File: src/rtl/bus_ctrl_fsm_if.sv
// bus_ctrl_fsm_if: start/instr handshake and datapath control bundle for bus_ctrl_fsm
// master: drives start/instr, observes controls; slave: the sequencer side
interface bus_ctrl_fsm_if;
  logic       start;
  logic [8:0] instr;
  logic [3:0] mux_sel;
  logic [7:0] r_in;
  logic       a_in;
  logic       g_in;
  logic       g_sel_din;
  logic       alu_sub;
  logic       busy;
  logic       done;
  modport master (output start, instr,
                  input  mux_sel, r_in, a_in, g_in, g_sel_din, alu_sub, busy, done);
  modport slave  (input  start, instr,
                  output mux_sel, r_in, a_in, g_in, g_sel_din, alu_sub, busy, done);
endinterface

File: src/rtl/bus_ctrl_fsm.sv
// bus_ctrl_fsm: instruction sequencer driving bus mux select and register load enables
// clk/rst: rising-edge clock, async active-high reset; bus: start/instr in, mux_sel,
// r_in, a_in, g_in, g_sel_din, alu_sub, busy, done out
module bus_ctrl_fsm #(
  parameter logic [3:0] IDLE_SEL = 4'hF
) (
  input  logic             clk,
  input  logic             rst,
  bus_ctrl_fsm_if.slave    bus
);
  typedef enum logic [1:0] {IDLE, T1, T2, T3} state_t;
  state_t     state, nxt;
  logic [8:0] ir;
  logic [2:0] op, rx, ry;
  logic [7:0] rx_hot;
  assign op     = ir[8:6];
  assign rx     = ir[5:3];
  assign ry     = ir[2:0];
  assign rx_hot = 8'b1 << rx;
  always_ff @(posedge clk or posedge rst) begin
    if (rst) begin
      state <= IDLE;
      ir    <= '0;
    end else begin
      state <= nxt;
      if (state == IDLE && bus.start) ir <= bus.instr;
    end
  end
  always_comb begin
    nxt           = IDLE;
    bus.mux_sel   = IDLE_SEL;
    bus.r_in      = '0;
    bus.a_in      = 1'b0;
    bus.g_in      = 1'b0;
    bus.g_sel_din = 1'b0;
    bus.alu_sub   = 1'b0;
    bus.done      = 1'b0;
    bus.busy      = state != IDLE;
    case (state)
      IDLE: nxt = bus.start ? T1 : IDLE;
      T1: begin
        if (op[2]) begin
          bus.done = 1'b1;
        end else if (op == 3'b000) begin
          bus.mux_sel = {1'b0, ry};
          bus.r_in    = rx_hot;
          bus.done    = 1'b1;
        end else if (op == 3'b001) begin
          bus.g_in      = 1'b1;
          bus.g_sel_din = 1'b1;
          nxt           = T2;
        end else begin
          bus.mux_sel = {1'b0, rx};
          bus.a_in    = 1'b1;
          nxt         = T2;
        end
      end
      T2: begin
        if (op == 3'b001) begin
          bus.mux_sel = 4'd8;
          bus.r_in    = rx_hot;
          bus.done    = 1'b1;
        end else if (op[2:1] == 2'b01) begin
          bus.mux_sel = {1'b0, ry};
          bus.g_in    = 1'b1;
          bus.alu_sub = op[0];
          nxt         = T3;
        end
      end
      T3: begin
        bus.mux_sel = 4'd8;
        bus.r_in    = rx_hot;
        bus.done    = 1'b1;
      end
      default: nxt = IDLE;
    endcase
  end
endmodule

File: src/flat_wrapper.sv
// flat-port wrapper written by rule: the top's interface ports become plain ports
module bus_ctrl_fsm_flat 
#(
  parameter logic [3:0] IDLE_SEL = 4'hF
)
  (clk, rst, bus_start, bus_instr, bus_mux_sel, bus_r_in, bus_a_in, bus_g_in, bus_g_sel_din, bus_alu_sub, bus_busy, bus_done);
  bus_ctrl_fsm_if bus_i ();
  input  logic clk;
  input  logic rst;
  input wire logic [$bits(bus_i.start)-1:0] bus_start;
  input wire logic [$bits(bus_i.instr)-1:0] bus_instr;
  output wire logic [$bits(bus_i.mux_sel)-1:0] bus_mux_sel;
  output wire logic [$bits(bus_i.r_in)-1:0] bus_r_in;
  output wire logic [$bits(bus_i.a_in)-1:0] bus_a_in;
  output wire logic [$bits(bus_i.g_in)-1:0] bus_g_in;
  output wire logic [$bits(bus_i.g_sel_din)-1:0] bus_g_sel_din;
  output wire logic [$bits(bus_i.alu_sub)-1:0] bus_alu_sub;
  output wire logic [$bits(bus_i.busy)-1:0] bus_busy;
  output wire logic [$bits(bus_i.done)-1:0] bus_done;
  assign bus_i.start = bus_start;
  assign bus_i.instr = bus_instr;
  assign bus_mux_sel = bus_i.mux_sel;
  assign bus_r_in = bus_i.r_in;
  assign bus_a_in = bus_i.a_in;
  assign bus_g_in = bus_i.g_in;
  assign bus_g_sel_din = bus_i.g_sel_din;
  assign bus_alu_sub = bus_i.alu_sub;
  assign bus_busy = bus_i.busy;
  assign bus_done = bus_i.done;
  bus_ctrl_fsm #(.IDLE_SEL(IDLE_SEL)) u_core (.clk(clk), .rst(rst), .bus(bus_i));
endmodule
File: config.mk
export PLATFORM = sky130hd
export DESIGN_NAME = bus_ctrl_fsm_flat
export DESIGN_NICKNAME = d
export VERILOG_FILES = /design/src/rtl/bus_ctrl_fsm_if.sv /design/src/rtl/bus_ctrl_fsm.sv /design/src/flat_wrapper.sv
export SDC_FILE = /design/constraint.sdc
export NUM_CORES = 1
export LEC_CHECK = 0
export ABC_CLOCK_PERIOD_IN_PS = 1700
export CAP_MARGIN = 15
export CORE_AREA = 2 2 50 52
export CTS_BUF_LIST = sky130_fd_sc_hd__clkbuf_4 sky130_fd_sc_hd__clkbuf_8
export CTS_CLUSTER_DIAMETER = 80
export DETAILED_ROUTE_END_ITERATION = 10
export DIE_AREA = 0 0 52 54
export GPL_ROUTABILITY_DRIVEN = 0
export GPL_TIMING_DRIVEN = 0
export PLACE_DENSITY = 0.7
export REMOVE_ABC_BUFFERS = 1
export SYNTH_ARGS = -nofsm -noshare
export SYNTH_HDL_FRONTEND = slang
export SYNTH_SLANG_ARGS = --single-unit
File: constraint.sdc
create_clock -name clk -period 1.7 [get_ports clk]
set_clock_uncertainty 0.1 [all_clocks]
set_input_delay 0.17 -clock clk [delete_from_list [all_inputs] [get_ports clk]]
set_output_delay 0.17 -clock clk [all_outputs]
set_load 0.03 [all_outputs]
Word-level counts from Yosys, hierarchy flattened
Cells that the tools add are included.
- add/sub/neg operators: 0
- multipliers: 0
- divide/modulo/power cells: 0
- magnitude comparators: 0
- equal/unequal tests: 5
- shift operators: 1
- multiplexer cells: 33
- bitwise operators: 0
- reductions and logical operators: 4
- operators with widths (cell ; number):
    $mux W8 ; 3
    $pmux W8 S3 ; 1
    $mux W4 ; 5
    $mux W1 ; 16
    $pmux W4 S3 ; 1
    $mux W2 ; 4
    $shl A1 B3 Y8 const A ; 1
    $pmux W2 S3 ; 1
    $eq A2 B1 Y1 const B ; 2
    $eq A2 B2 Y1 const B ; 2
    $eq A3 B1 Y1 const B ; 1
    $logic_not A3 Y1 ; 1
    $pmux W1 S3 ; 1
    $logic_not A2 Y1 ; 1
    $pmux W1 S2 ; 1
    $reduce_bool A2 Y1 ; 1
    $logic_and A1 B1 Y1 ; 1
- flip-flop bits (word level): 11
- latch bits: 0
- bits in writable memories: 0
- memory bits (read-only): 0
- input bits: 12
- output and inout bits: 18
- word-level logic and storage cells: 45
- memories kept: 0

Logic depth before layout (Yosys ltp)
- depth after elaboration: 5
- depth in mapped cells: 6
- gate-level depth less buffers: 5

Worst setup path before layout
No wires, ideal clock.
- path kind: register to output
- start point: register u_core.state[0]
- end point: output bus_r_in[4]
- data arrival time: 2.085 ns
- data required time: 1.430 ns
- slack: -0.655 ns
- stages on the path, launching flop included: 7
- path buffers: 1
- cell sequence: dfrtp_1 inv_1 ha_1 clkbuf_1 mux2_2 a22oi_1 nor4_1
- cells in the longest elaborated chain, start to end: 2
- elaborated cells on any way between the ends: 4
- classes of those cells: 3 x eq/ne; 1 x mux
- RTL lines (what ; line ; source):
    start: declaration ; bus_ctrl_fsm.sv:12 ; state_t state, nxt;
    start signal: assignment ; bus_ctrl_fsm.sv:25 ; state <= nxt;
    $eq A2 B2 Y1 / $eq A2 B1 Y1 (equally long branches) ; bus_ctrl_fsm.sv:39 ; case (state)
    $pmux W8 S3 * ; bus_ctrl_fsm.sv:39 ;
    end: declaration ; flat_wrapper.sv:13 ; output wire logic [$bits(bus_i.r_in)-1:0] bus_r_in;
Mark *: on every way between the ends. The rest lies on a longest branch, timed or not.

Worst setup path after layout
- start point: register u_core.ir[7]
- end point: output bus_mux_sel[1]
- cells in the longest elaborated chain, start to end: 5
- elaborated cells on any way between the ends: 9
- classes of those cells: 2 x eq/ne; 6 x mux; 1 x reduce/logical
- RTL lines (what ; line ; source):
    start: declaration ; bus_ctrl_fsm.sv:13 ; logic [8:0] ir;
    start signal: assignment ; bus_ctrl_fsm.sv:26 ; if (state == IDLE && bus.start) ir <= bus.instr;
    $eq A3 B1 Y1 ; bus_ctrl_fsm.sv:48, bus_ctrl_fsm.sv:59 ;
    $mux W4 ; bus_ctrl_fsm.sv:48 ; end else if (op == 3'b001) begin
    $mux W4 ; bus_ctrl_fsm.sv:44 ; end else if (op == 3'b000) begin
    $mux W4 ; bus_ctrl_fsm.sv:42 ; if (op[2]) begin
    $pmux W4 S3 * ; bus_ctrl_fsm.sv:39 ;
    end: declaration ; flat_wrapper.sv:12 ; output wire logic [$bits(bus_i.mux_sel)-1:0] bus_mux_sel;
Marks and branches as above.

==> impl_results.rst <==
.. list-table::
   :header-rows: 1

   * - Metric
     - Value
   * - Cell type contributing the most total cell area after synthesis
     - dfrtp_1
   * - Layout filler cell count
     - roughly 230
   * - Total of flip-flops plus latches after synthesis
     - 11
   * - Combined area of all synthesized cells
     - just over 800 sq um
   * - Async set-reset flop share out of synthesis
     - 1.00
   * - Vias
     - between 700 and 800
   * - Starting Density
     - 0.351
   * - Global route total overflow
     - 0
   * - Number of cell rows
     - 18
   * - Initial antenna violation count
     - 0
   * - Buffers added on ports
     - 29
   * - CTS tree
     - built
   * - Power density normalized to cell area
     - 1830 nW/um^2
   * - Minimum hold slack
     - roughly 86 ps
   * - Average instance area after synthesis
     - 8.76 sq um
   * - Data arrival at the endpoint of the critical path
     - ~1800 ps
   * - Worst reg2reg path startpoint
     - u_core.state[0]
   * - Maximum clock rate
     - around 0.48 GHz
   * - Area of combinational cells with multiple inputs
     - approximately 550 sq um
   * - Number of global-route vias before repair
     - around 750
   * - Height of the chip
     - about 54 microns
   * - Worst vdd ir
     - ~1.1 mV
   * - Post-Synthesis Cells
     - a little over 90
   * - DR DRC count
     - 0
   * - Element type at the critical path end
     - primary output
   * - Synth warn
     - 0
   * - CTS H-tree depth
     - 1
   * - Avg WL per Cell
     - around 13 microns
   * - Reg area
     - around 280 sq um
   * - Final critical-path share of the clock period
     - 1.24
   * - Number of antenna-violating nets in the routed design
     - 0
   * - Min setup slack post-route
     - -400 ps
   * - Pin count of the biggest net entering global routing
     - 16
   * - Critical path data required time
     - roughly 1400 ps
   * - Area of the die
     - ~2800 sq um
   * - Post-route minimum period
     - about 2100 ps
   * - Clock sink count
     - 11
   * - Type of the tightest min-delay check
     - in -> async
   * - Count of distinct cell types in the synthesized netlist
     - 30
   * - Area contributors post-synth
     - dfrtp_1, mux2_2, ha_1
   * - Max-cap viol count
     - 0
   * - Number of clock buffers inserted by TritonCTS
     - 3
   * - # setup viols final
     - 14
   * - Clock latency on the worst-skew pair
     - between 200 and 300 ps
   * - RSZ-0062 raised after global routing
     - true
   * - Cells on worst reg2reg path
     - 4
   * - Total detailed-routing wirelength
     - slightly above 2000 microns
   * - Fraction of post-synthesis cell area in the top cell type by area
     - 0.338
   * - Worst-Margin Slew
     - 403 ps
   * - Pre-Repair DR Iteration Count
     - 4
   * - Final hold vios
     - 0
   * - Cell area after placement
     - around 1100 sq um
   * - Worst-case clock buffer depth
     - 2
   * - Fraction of layout cells with a size suffix above 1
     - 0.422
   * - Number of synthesized flops with an enable pin
     - 0
   * - Growth of design area from synthesis to finish
     - 53.1%
   * - Static Leak
     - between 0.5 and 0.6 nW
   * - Final nets
     - 147
   * - Die X
     - approximately 52 microns
   * - Main flop type after synthesis
     - dfrtp_1
   * - Floorplan core area
     - 2320 sq um
   * - Sequential-to-total area share from yosys stat
     - 0.338
   * - Violated checks
     - negative setup slack
   * - Post-DP HPWL
     - around 1500 microns
   * - Final max-slew violation count
     - 0
   * - Crit Path Max Fanout
     - 6
   * - Ant diodes
     - 0
   * - Boundary pin count
     - 30
   * - First-pass GRT wire length
     - roughly 3300 microns
   * - CTS clk-pin slew, worst paths
     - ~70 ps
   * - Setup CP Type
     - reg -> out
   * - Gr usage total
     - 0.162
   * - DRC violation total after the first TritonRoute iteration
     - 14
   * - Minimum setup slack among reg-to-reg paths
     - 220 ps
   * - Slew HR
     - 0.731
   * - CTS Root Buffer Type
     - clkbuf_4
   * - Worst R2R End
     - u_core.ir[3]
   * - Outcome
     - finished with violations
   * - Type of origin of the critical path
     - flip-flop
   * - Final design instance area without fill
     - 1250 sq um
   * - Per-cell via count in the routed design
     - 4.92
-- per-stage QoR --
step                      setup WS (ps)  cells  total power [mW]  setup TNS, ps   util
after global placement             -700    147              1.80          -9510  0.484
after global routing               -480    158              2.46          -5400  0.538
after detailed placement           -742    147              1.84         -10170  0.484
after CTS                          -414    156              2.20          -4400  0.524
final                              -400    158              2.28          -3790  0.538
after floorplan                    -549     88              1.40          -2470      -
-- cells in the mapped netlist, types with 2 or more instances --
| library cell | count |
|---|---|
| dfrtp_1 | 11 |
| inv_1 | 10 |
| mux2_2 | 10 |
| nand2_1 | 7 |
| nor2_1 | 7 |
| a21oi_1 | 6 |
| ha_1 | 6 |
| clkbuf_1 | 3 |
| nor3_1 | 3 |
| o21ai_0 | 3 |
| or4_1 | 3 |
| nand3_1 | 2 |
| nand3b_1 | 2 |
| nor2b_1 | 2 |
| nor4_1 | 2 |
| or3_1 | 2 |
-- flip-flops by register name, indices dropped and copies added, names as in the netlist --
signal	count
u_core.ir	9
u_core.state	2
-- critical path, stage by stage, from the launching register on --
cell and delay (ps):
dfrtp_2 450, or4_4 510, o21a_1 110, a221o_1 340
buf_6 150
-- final cells by class --
type	count	area share
well taps	30	0.0301
flip-flops and latches	11	0.225
inverters	10	0.0301
repair buffers	36	0.249
clock buffers	4	0.0241
multi-input cells	67	0.442
-- timing repair --
item | CTS | global route
pin swaps | 6 | 6
gates resized for setup | 118 | 19
hold endpoints to repair | 0 | 0
endpoints found under the setup margin | 18 | 27
setup buffers | 5 | 2
hold buffers | 0 | 0
cloned | 0 | 0
-- worst max-delay path by stage --
stage	depth (start not counted)	end	slack, ps	start
2_1_floorplan	5	bus_r_in[4]	-550	u_core.state[0]
3_3_place_gp	6	bus_done	-700	u_core.state[0]
3_5_place_dp	6	bus_done	-740	u_core.state[0]
4_1_cts	4	bus_mux_sel[1]	-410	u_core.ir[7]
5_1_grt	4	bus_mux_sel[1]	-480	u_core.ir[7]
6_report	4	bus_mux_sel[1]	-400	u_core.ir[7]
-- metal layers --
layer / share of wire / vias up / global-route usage
met2: 0.54 / 17 / 0.300
met3: 0.050 / 2 / 0.0194
met5: 0 / - / 0
li1: - / 398 / -
met1: 0.41 / 361 / 0.179
met4: 0.0073 / 0 / 0.0921
-- report_power, final --
group          switching (mW)  leakage [nW]  internal (mW)
clock                  0.0809        0.0184          0.107
combinational           0.775         0.401          0.694
sequential              0.228         0.127          0.400
total                    1.08         0.546           1.20
-- cells by family (layout without fill, tap and decap cells) --
logic type	after synthesis	in the layout	synth area share
simple gates	32	32	0.206
compound gates	19	19	0.155
buf+inv	15	50	0.0707
flops	11	11	0.338
mux	10	10	0.138
fa+ha+maj	6	6	0.0922
-- cells in the final DEF, fill, tap and decap left out, types with 3 or more instances in the layout --
master / Yosys / routed
nand2_1: 7 / 6
dfrtp_2: 0 / 4
ha_1: 6 / 4
a21oi_1: 6 / 5
clkdlybuf4s50_1: 0 / 11
buf_6: 0 / 4
dfrtp_1: 11 / 7
clkbuf_4: 0 / 4
mux2_2: 10 / 9
inv_1: 10 / 9
buf_4: 0 / 20
o21ai_0: 3 / 3
nor2_1: 7 / 7
Power figures use the tool's default switching activity.
